**src/rtl/systolic_array_control_unit_if.sv**
```systemverilog
// Tile-dispatch / buffer / MAC-grid signal bundle for the systolic array controller.
interface systolic_array_control_unit_if #(
  parameter int unsigned RW = 5,
  parameter int unsigned SW = 5
);
  logic          op_valid;
  logic [RW-1:0] op_rows;
  logic          op_ready;
  logic          weight_avail;
  logic          input_avail;
  logic          mac_value_ready;
  logic          weight_rd;
  logic          input_rd;
  logic          weight_en;
  logic          mac_start;
  logic          mac_shift;
  logic          out_valid;
  logic          busy;
  logic          done;
  logic          err;
  logic [SW-1:0] step_idx;

  // Dispatch/buffer/grid side: issues ops and reports availability.
  modport master (
    output op_valid, op_rows, weight_avail, input_avail, mac_value_ready,
    input  op_ready, weight_rd, input_rd, weight_en, mac_start, mac_shift,
           out_valid, busy, done, err, step_idx
  );

  // Controller side.
  modport slave (
    input  op_valid, op_rows, weight_avail, input_avail, mac_value_ready,
    output op_ready, weight_rd, input_rd, weight_en, mac_start, mac_shift,
           out_valid, busy, done, err, step_idx
  );
endinterface

```
**src/rtl/systolic_array_control_unit.sv**
```systemverilog
// Sequencing controller for an N x N systolic MAC array: weight preload,
// per-wavefront start/wait/shift stepping, buffer read gating and output-row flags.
module systolic_array_control_unit #(
  parameter int unsigned N        = 4,
  parameter int unsigned MAX_ROWS = 16,
  parameter int unsigned TIMEOUT  = 64,
  parameter int unsigned RW       = $clog2(MAX_ROWS + 1),
  parameter int unsigned SW       = $clog2(MAX_ROWS + 2 * N)
) (
  input  logic i_clk,
  input  logic i_rst,
  systolic_array_control_unit_if.slave io_ctl
);

  localparam int unsigned LW = $clog2(N + 1);
  localparam int unsigned WW = $clog2(TIMEOUT + 1);

  localparam logic [LW-1:0] LOAD_LAST = LW'(N - 1);
  localparam logic [WW-1:0] WAIT_LAST = WW'(TIMEOUT - 1);
  localparam logic [SW-1:0] STEP_PAD  = SW'(2 * N - 2);
  localparam logic [SW-1:0] OUT_FIRST = SW'(N - 1);
  localparam logic [RW-1:0] ROWS_MAX  = RW'(MAX_ROWS);

  typedef enum logic [2:0] {
    S_IDLE,
    S_LOAD,
    S_START,
    S_WAIT,
    S_SHIFT,
    S_DONE
  } state_t;

  state_t        r_state;
  state_t        w_next;

  logic [RW-1:0] r_rows;
  logic [LW-1:0] r_load_cnt;
  logic [SW-1:0] r_step;
  logic [WW-1:0] r_wait_cnt;
  logic          r_err;

  logic [SW-1:0] w_rows_ext;
  logic [SW-1:0] w_step_final;
  logic          w_has_input;
  logic          w_step_last;

  logic          w_accept;
  logic          w_load_beat;
  logic          w_issue;
  logic          w_wait_inc;
  logic          w_timeout;
  logic          w_step_adv;

  logic          w_op_ready;
  logic          w_weight_rd;
  logic          w_input_rd;
  logic          w_weight_en;
  logic          w_mac_start;
  logic          w_mac_shift;
  logic          w_out_valid;
  logic          w_done;

  // Step bookkeeping: whether this wavefront consumes a real input row, and last-step detect.
  always_comb begin
    w_rows_ext   = SW'(r_rows);
    w_step_final = w_rows_ext + STEP_PAD - SW'(1);
    w_has_input  = (r_step < w_rows_ext);
    w_step_last  = (r_step == w_step_final);
  end

  // State register.
  always_ff @(posedge i_clk) begin
    if (i_rst) begin
      r_state <= S_IDLE;
    end else begin
      r_state <= w_next;
    end
  end

  // Next-state and strobe decode.
  always_comb begin
    w_next      = r_state;
    w_accept    = 1'b0;
    w_load_beat = 1'b0;
    w_issue     = 1'b0;
    w_wait_inc  = 1'b0;
    w_timeout   = 1'b0;
    w_step_adv  = 1'b0;
    w_op_ready  = 1'b0;
    w_weight_rd = 1'b0;
    w_input_rd  = 1'b0;
    w_weight_en = 1'b0;
    w_mac_start = 1'b0;
    w_mac_shift = 1'b0;
    w_out_valid = 1'b0;
    w_done      = 1'b0;

    case (r_state)
      S_IDLE: begin
        w_op_ready = 1'b1;
        if (io_ctl.op_valid) begin
          w_accept = 1'b1;
          w_next   = S_LOAD;
        end
      end

      S_LOAD: begin
        w_weight_en = 1'b1;
        if (io_ctl.weight_avail) begin
          w_weight_rd = 1'b1;
          w_mac_shift = 1'b1;
          w_load_beat = 1'b1;
          if (r_load_cnt == LOAD_LAST) begin
            w_next = (r_rows != '0) ? S_START : S_DONE;
          end
        end
      end

      S_START: begin
        // Past the last real row the external skew buffer feeds zeros, so no input is needed.
        if (!(w_has_input && !io_ctl.input_avail)) begin
          w_mac_start = 1'b1;
          w_input_rd  = w_has_input;
          w_issue     = 1'b1;
          w_next      = S_WAIT;
        end
      end

      S_WAIT: begin
        if (io_ctl.mac_value_ready) begin
          w_next = S_SHIFT;
        end else if (r_wait_cnt == WAIT_LAST) begin
          w_timeout = 1'b1;
          w_next    = S_DONE;
        end else begin
          w_wait_inc = 1'b1;
        end
      end

      S_SHIFT: begin
        w_mac_shift = 1'b1;
        w_out_valid = (r_step >= OUT_FIRST);
        if (w_step_last) begin
          w_next = S_DONE;
        end else begin
          w_step_adv = 1'b1;
          w_next     = S_START;
        end
      end

      S_DONE: begin
        w_done = 1'b1;
        w_next = S_IDLE;
      end

      default: begin
        w_next = S_IDLE;
      end
    endcase
  end

  // Operation registers: row count, preload/step/wait counters and sticky timeout flag.
  always_ff @(posedge i_clk) begin
    if (i_rst) begin
      r_rows     <= '0;
      r_load_cnt <= '0;
      r_step     <= '0;
      r_wait_cnt <= '0;
      r_err      <= 1'b0;
    end else begin
      if (w_accept) begin
        // Clamp out-of-range requests so the step count always fits SW bits.
        r_rows     <= (io_ctl.op_rows > ROWS_MAX) ? ROWS_MAX : io_ctl.op_rows;
        r_load_cnt <= '0;
        r_step     <= '0;
        r_err      <= 1'b0;
      end
      if (w_load_beat) begin
        r_load_cnt <= r_load_cnt + LW'(1);
      end
      if (w_issue) begin
        r_wait_cnt <= '0;
      end
      if (w_wait_inc) begin
        r_wait_cnt <= r_wait_cnt + WW'(1);
      end
      if (w_timeout) begin
        r_err <= 1'b1;
      end
      if (w_step_adv) begin
        r_step <= r_step + SW'(1);
      end
    end
  end

  assign io_ctl.op_ready  = w_op_ready;
  assign io_ctl.weight_rd = w_weight_rd;
  assign io_ctl.input_rd  = w_input_rd;
  assign io_ctl.weight_en = w_weight_en;
  assign io_ctl.mac_start = w_mac_start;
  assign io_ctl.mac_shift = w_mac_shift;
  assign io_ctl.out_valid = w_out_valid;
  assign io_ctl.done      = w_done;
  assign io_ctl.busy      = (r_state != S_IDLE);
  assign io_ctl.err       = r_err;
  assign io_ctl.step_idx  = r_step;

endmodule

```
**src/flat_wrapper.sv**
```systemverilog
// flat-port wrapper written by rule: the top's interface ports become plain ports
module systolic_array_control_unit_flat 
#(
  parameter int unsigned N        = 4,
  parameter int unsigned MAX_ROWS = 16,
  parameter int unsigned TIMEOUT  = 64,
  parameter int unsigned RW       = $clog2(MAX_ROWS + 1),
  parameter int unsigned SW       = $clog2(MAX_ROWS + 2 * N)
)
  (i_clk, i_rst, io_ctl_op_valid, io_ctl_op_rows, io_ctl_weight_avail, io_ctl_input_avail, io_ctl_mac_value_ready, io_ctl_op_ready, io_ctl_weight_rd, io_ctl_input_rd, io_ctl_weight_en, io_ctl_mac_start, io_ctl_mac_shift, io_ctl_out_valid, io_ctl_busy, io_ctl_done, io_ctl_err, io_ctl_step_idx);
  systolic_array_control_unit_if #(.RW(RW), .SW(SW)) io_ctl_i ();
  input  logic i_clk;
  input  logic i_rst;
  input wire logic [$bits(io_ctl_i.op_valid)-1:0] io_ctl_op_valid;
  input wire logic [$bits(io_ctl_i.op_rows)-1:0] io_ctl_op_rows;
  input wire logic [$bits(io_ctl_i.weight_avail)-1:0] io_ctl_weight_avail;
  input wire logic [$bits(io_ctl_i.input_avail)-1:0] io_ctl_input_avail;
  input wire logic [$bits(io_ctl_i.mac_value_ready)-1:0] io_ctl_mac_value_ready;
  output wire logic [$bits(io_ctl_i.op_ready)-1:0] io_ctl_op_ready;
  output wire logic [$bits(io_ctl_i.weight_rd)-1:0] io_ctl_weight_rd;
  output wire logic [$bits(io_ctl_i.input_rd)-1:0] io_ctl_input_rd;
  output wire logic [$bits(io_ctl_i.weight_en)-1:0] io_ctl_weight_en;
  output wire logic [$bits(io_ctl_i.mac_start)-1:0] io_ctl_mac_start;
  output wire logic [$bits(io_ctl_i.mac_shift)-1:0] io_ctl_mac_shift;
  output wire logic [$bits(io_ctl_i.out_valid)-1:0] io_ctl_out_valid;
  output wire logic [$bits(io_ctl_i.busy)-1:0] io_ctl_busy;
  output wire logic [$bits(io_ctl_i.done)-1:0] io_ctl_done;
  output wire logic [$bits(io_ctl_i.err)-1:0] io_ctl_err;
  output wire logic [$bits(io_ctl_i.step_idx)-1:0] io_ctl_step_idx;
  assign io_ctl_i.op_valid = io_ctl_op_valid;
  assign io_ctl_i.op_rows = io_ctl_op_rows;
  assign io_ctl_i.weight_avail = io_ctl_weight_avail;
  assign io_ctl_i.input_avail = io_ctl_input_avail;
  assign io_ctl_i.mac_value_ready = io_ctl_mac_value_ready;
  assign io_ctl_op_ready = io_ctl_i.op_ready;
  assign io_ctl_weight_rd = io_ctl_i.weight_rd;
  assign io_ctl_input_rd = io_ctl_i.input_rd;
  assign io_ctl_weight_en = io_ctl_i.weight_en;
  assign io_ctl_mac_start = io_ctl_i.mac_start;
  assign io_ctl_mac_shift = io_ctl_i.mac_shift;
  assign io_ctl_out_valid = io_ctl_i.out_valid;
  assign io_ctl_busy = io_ctl_i.busy;
  assign io_ctl_done = io_ctl_i.done;
  assign io_ctl_err = io_ctl_i.err;
  assign io_ctl_step_idx = io_ctl_i.step_idx;
  systolic_array_control_unit #(.N(N), .MAX_ROWS(MAX_ROWS), .TIMEOUT(TIMEOUT), .RW(RW), .SW(SW)) u_core (.i_clk(i_clk), .i_rst(i_rst), .io_ctl(io_ctl_i));
endmodule
```
**config.mk**
```make
export PLATFORM = sky130hd
export DESIGN_NAME = systolic_array_control_unit_flat
export DESIGN_NICKNAME = d
export VERILOG_FILES = /design/src/rtl/systolic_array_control_unit_if.sv /design/src/rtl/systolic_array_control_unit.sv /design/src/flat_wrapper.sv
export SDC_FILE = /design/constraint.sdc
export NUM_CORES = 1
export LEC_CHECK = 0
export ABC_AREA = 1
export CAP_MARGIN = 20
export CORE_ASPECT_RATIO = 1.4
export CORE_MARGIN = 5
export CORE_UTILIZATION = 59
export CTS_BUF_LIST = sky130_fd_sc_hd__clkbuf_4
export DETAILED_ROUTE_END_ITERATION = 10
export GPL_TIMING_DRIVEN = 0
export HOLD_SLACK_MARGIN = 0.08
export PLACE_DENSITY = 0.87
export SYNTH_ARGS = -nofsm -noshare
export SYNTH_HDL_FRONTEND = slang
export SYNTH_SLANG_ARGS = --single-unit
```
**constraint.sdc**
```tcl
create_clock -name i_clk -period 2.55 [get_ports i_clk]
set_input_delay 0.6375 -clock i_clk [delete_from_list [all_inputs] [get_ports i_clk]]
set_output_delay 0.6375 -clock i_clk [all_outputs]
set_load 0.01 [all_outputs]
```
==> flow_metrics.tcl, run 1 <==
set metrics [dict create \
    synth_compound_area_frac 0.126 \
    track_usage 0.201 \
    ir_drop_v 0.000488 \
    cts_sinks 24 \
    crit_type "flop to output port" \
    min_path_type "flop to flop" \
    grt_setup_unrepaired "true" \
    hold_end "u_core.r_load_cnt[0]" \
    core_area_sq_um 2620 \
    fill_cells 216 \
    p_leak_nw 0.943 \
    finalWeightedCongestion 0.819 \
    layout.cells.non_filler 318 \
    cts-htree-levels 1 \
    slew_headroom 0.657 \
    synth_top_family_by_area "simple AND/OR/NAND/NOR gates" \
    worstReg2RegEnd "u_core.io_ctl.step_idx[3]" \
    drtAntennaViolNets 0 \
    synth_fa_ha_area_frac 0.0859 \
    dpl.hpwl_mm 2.84 \
    ys_warn_count 0 \
    status "complete, no violations" \
    syn_inst 246 \
    grtUsageMet2 0.348 \
    synth-seq-cells 24 \
    synth.distinct_cells 30 \
    cts_tree "built" \
    use_met1 0.250 \
    grt_busiest_layer "met2" \
    drc 0 \
    grt_pass1_vias 1375 \
    crit_required_ns 1.91 \
    arrival_ns 1.81 \
    cp-start-kind "flop" \
    finalWirelength_mm 3.64 \
    crit_path_end_kind "output port" \
    syn_to_final_growth_pct 24.9 \
    fin_util 0.765 \
    finalSetupViolCount 0 \
    initial_core_util 0.612 \
    rows 22 \
    vias_per_cell 5.06 \
    drive_gt1_frac 0.167 \
    worst_pin_slew_ns 0.515 \
    r2r_start "u_core.r_rows[0]" \
    drv_slew 0 \
    vias 1610 \
    synth-simple-area-share 0.371 \
    synth_area_sq_um 1600 \
    drt_iter0_markers 32 \
    die_width_microns 54.0 \
    powerDensity_nw_per_um2 666 \
    finalHoldViolations 0 \
    p_total_mw 1.33 \
    grt_max_degree 14 \
    hp-start "u_core.r_load_cnt[0]" \
    min_period_over_period 0.958 \
    r2r_cells 12 \
    ys_seq_area_frac 0.300 \
    syn-num-nets 268 \
    drv_cap 0 \
    async_reset_ff_frac 0 \
    cts_hold_buf 0 \
    placed_cell_area_sq_um 1890 \
    syn_area_per_cell_sq_um 6.51 \
    met3_usage 0.0208 \
    die_y_microns 71.6 \
    wl_per_cell_microns 11.4 \
    cts_buffers 3 \
    final_area_sq_um 2000 \
    synth_edf_count 0 \
    r2r_slack_ns 0.76 \
    drt_first_pass_iters 4 \
    antenna_cells 0 \
    grt_first_pass_wirelength_mm 5.94 \
    overflow 0 \
    ys.flop_type "dfxtp_1" \
    crit_fanout 4 \
    regArea_sq_um 492 \
    fmax_mhz 409 \
    synth-xor-area-share 0.0109 \
    clockBufferDepth 2 \
    worstHoldPathCells 1 \
    clk_latency_ns 0.33 \
    synth_mux_area_frac 0 \
    fin_skew_ns 0.0138 \
    ios 26 \
    cts-root-buf "clkbuf_4" \
    multiInputGateArea_sq_um 967 \
    fin_crit_ns 2.44 \
    antenna_found_initial 0 \
    dp.cells 306 \
    io_buffer_count 24 \
    cts.reportedPaths.clkPinSlew_ns 0.12 \
    dieArea_sq_um 3870 \
    nNetsFinal 305 \
]
## cell type report
type / instances / share of cell area
plain buffers: 3 / 0.00625
flip-flops and latches: 24 / 0.246
clock inverters: 1 / 0.00188
repair buffers: 32 / 0.150
inverters: 42 / 0.0788
well taps: 36 / 0.0225
clock buffers: 3 / 0.0113
multi-input cells: 177 / 0.483
## metrics by stage
stage          TNS (ns)  worst slack, ns  hold WS [ns]
4_1_cts         -0.0395          -0.0395         0.478
3_5_place_dp     -0.204           -0.135         0.458
3_3_place_gp     -0.211           -0.142         0.451
5_1_grt         -0.0222          -0.0222         0.495
2_1_floorplan         0            0.618         0.435
6_report              0            0.107         0.478
## critical path: stages (launching register included)
cell	delay (ns)
dfxtp_2	0.34
inv_1	0.07
ha_1	0.30
nand2_1	0.09
a21oi_1	0.05
nor2_2	0.17
nand3_1	0.09
nor2_1	0.10
dlygate4sd2_1	0.28
## worst max-delay path by stage
stage / from / end / slack, ns / depth (start not counted)
detailed placement: io_ctl_input_avail / io_ctl_mac_start / -0.14 / 6
CTS: u_core.r_rows[4] / io_ctl_mac_start / -0.04 / 8
global route: u_core.r_rows[4] / io_ctl_input_rd / -0.02 / 8
floorplan: u_core.r_rows[4] / io_ctl_mac_start / 0.62 / 7
global placement: io_ctl_input_avail / io_ctl_mac_start / -0.14 / 6
finish: u_core.r_rows[4] / io_ctl_input_rd / 0.11 / 8
## kinds of logic (layout without fill, tap and decap cells)
| kind of cell | after synthesis | count (layout) |
|---|---|---|
| flip-flops | 24 | 24 |
| AO/OA/AOI/OAI | 33 | 33 |
| buffers and inverters | 45 | 81 |
| adder cells (fa/ha/maj) | 11 | 11 |
| XOR/XNOR | 2 | 2 |
| AND/OR/NAND/NOR | 131 | 131 |
## state kept, by name, indices dropped and copies added (netlist names)
signal,cells
u_core.io_ctl.err,1
u_core.r_state,3
u_core.io_ctl.step_idx,5
u_core.r_wait_cnt,7
u_core.r_rows,5
u_core.r_load_cnt,3
## synthesized netlist by cell type, types with 3 or more instances
cell     count  share of area
inv_2       12          0.028
dfxtp_1     24           0.30
o21ai_1      3         0.0094
inv_1       30          0.070
a21oi_1     20          0.063
o21ai_0      4          0.013
nor2_1      25          0.059
nand3_1     24          0.075
nand2_1     65           0.15
ha_1        11          0.086
nand4_1      4          0.016
## cells in the final DEF, fill, tap and decap left out, types with 2 or more instances in the layout
cell type / Yosys / final
nand2_1: 65 / 64
inv_1: 30 / 30
nor2_1: 25 / 24
nand3_1: 24 / 23
a21oi_1: 20 / 20
clkdlybuf4s50_1: 0 / 20
dfxtp_1: 24 / 15
inv_2: 12 / 12
ha_1: 11 / 11
dfxtp_2: 0 / 9
buf_4: 0 / 8
nand4_1: 4 / 4
o21ai_0: 4 / 4
nor2_2: 2 / 3
o21ai_1: 3 / 3
clkbuf_4: 0 / 3
nor3_4: 1 / 2
nor2_4: 2 / 2
nand3_2: 1 / 2
nand2_2: 1 / 2
nor3_1: 2 / 2
clkbuf_1: 2 / 2
dlygate4sd2_1: 0 / 2
## report_power, final
part	switching, mW	internal, mW
clock	0.116	0.0575
sequential	0.0605	0.424
combinational	0.392	0.284
## metal layers
metal / wire, microns / vias up
met1: 1570 / 722
met4: 44 / 0
met2: 1930 / 22
li1: - / 862
met5: 0 / -
met3: 96 / 4
## what timing repair did
item	4_1_cts	5_1_grt
setup endpoints to repair	4	4
pin swaps	0	3
gates resized for setup	10	8
setup buffers	0	8
cloned	0	0
(Power assumes the default switching activity.)
==> run 2, diff against run 1 <==
--- a/config.mk
+++ b/config.mk
@@ -11,6 +11,7 @@
 export CORE_MARGIN = 5
 export CORE_UTILIZATION = 59
 export CTS_BUF_LIST = sky130_fd_sc_hd__clkbuf_4
+export CTS_CLUSTER_SIZE = 25
 export DETAILED_ROUTE_END_ITERATION = 10
 export GPL_TIMING_DRIVEN = 0
 export HOLD_SLACK_MARGIN = 0.08
==> results of run 2 <==
No change in the layout: final DEF, timing and power equal those of run 1.
==> run 3, diff against run 2 <==
--- a/config.mk
+++ b/config.mk
@@ -16,6 +16,7 @@
 export GPL_TIMING_DRIVEN = 0
 export HOLD_SLACK_MARGIN = 0.08
 export PLACE_DENSITY = 0.87
+export SLEW_MARGIN = 20
 export SYNTH_ARGS = -nofsm -noshare
 export SYNTH_HDL_FRONTEND = slang
 export SYNTH_SLANG_ARGS = --single-unit
==> results of run 3 <==
No change in the layout: final DEF, timing and power equal those of run 1.
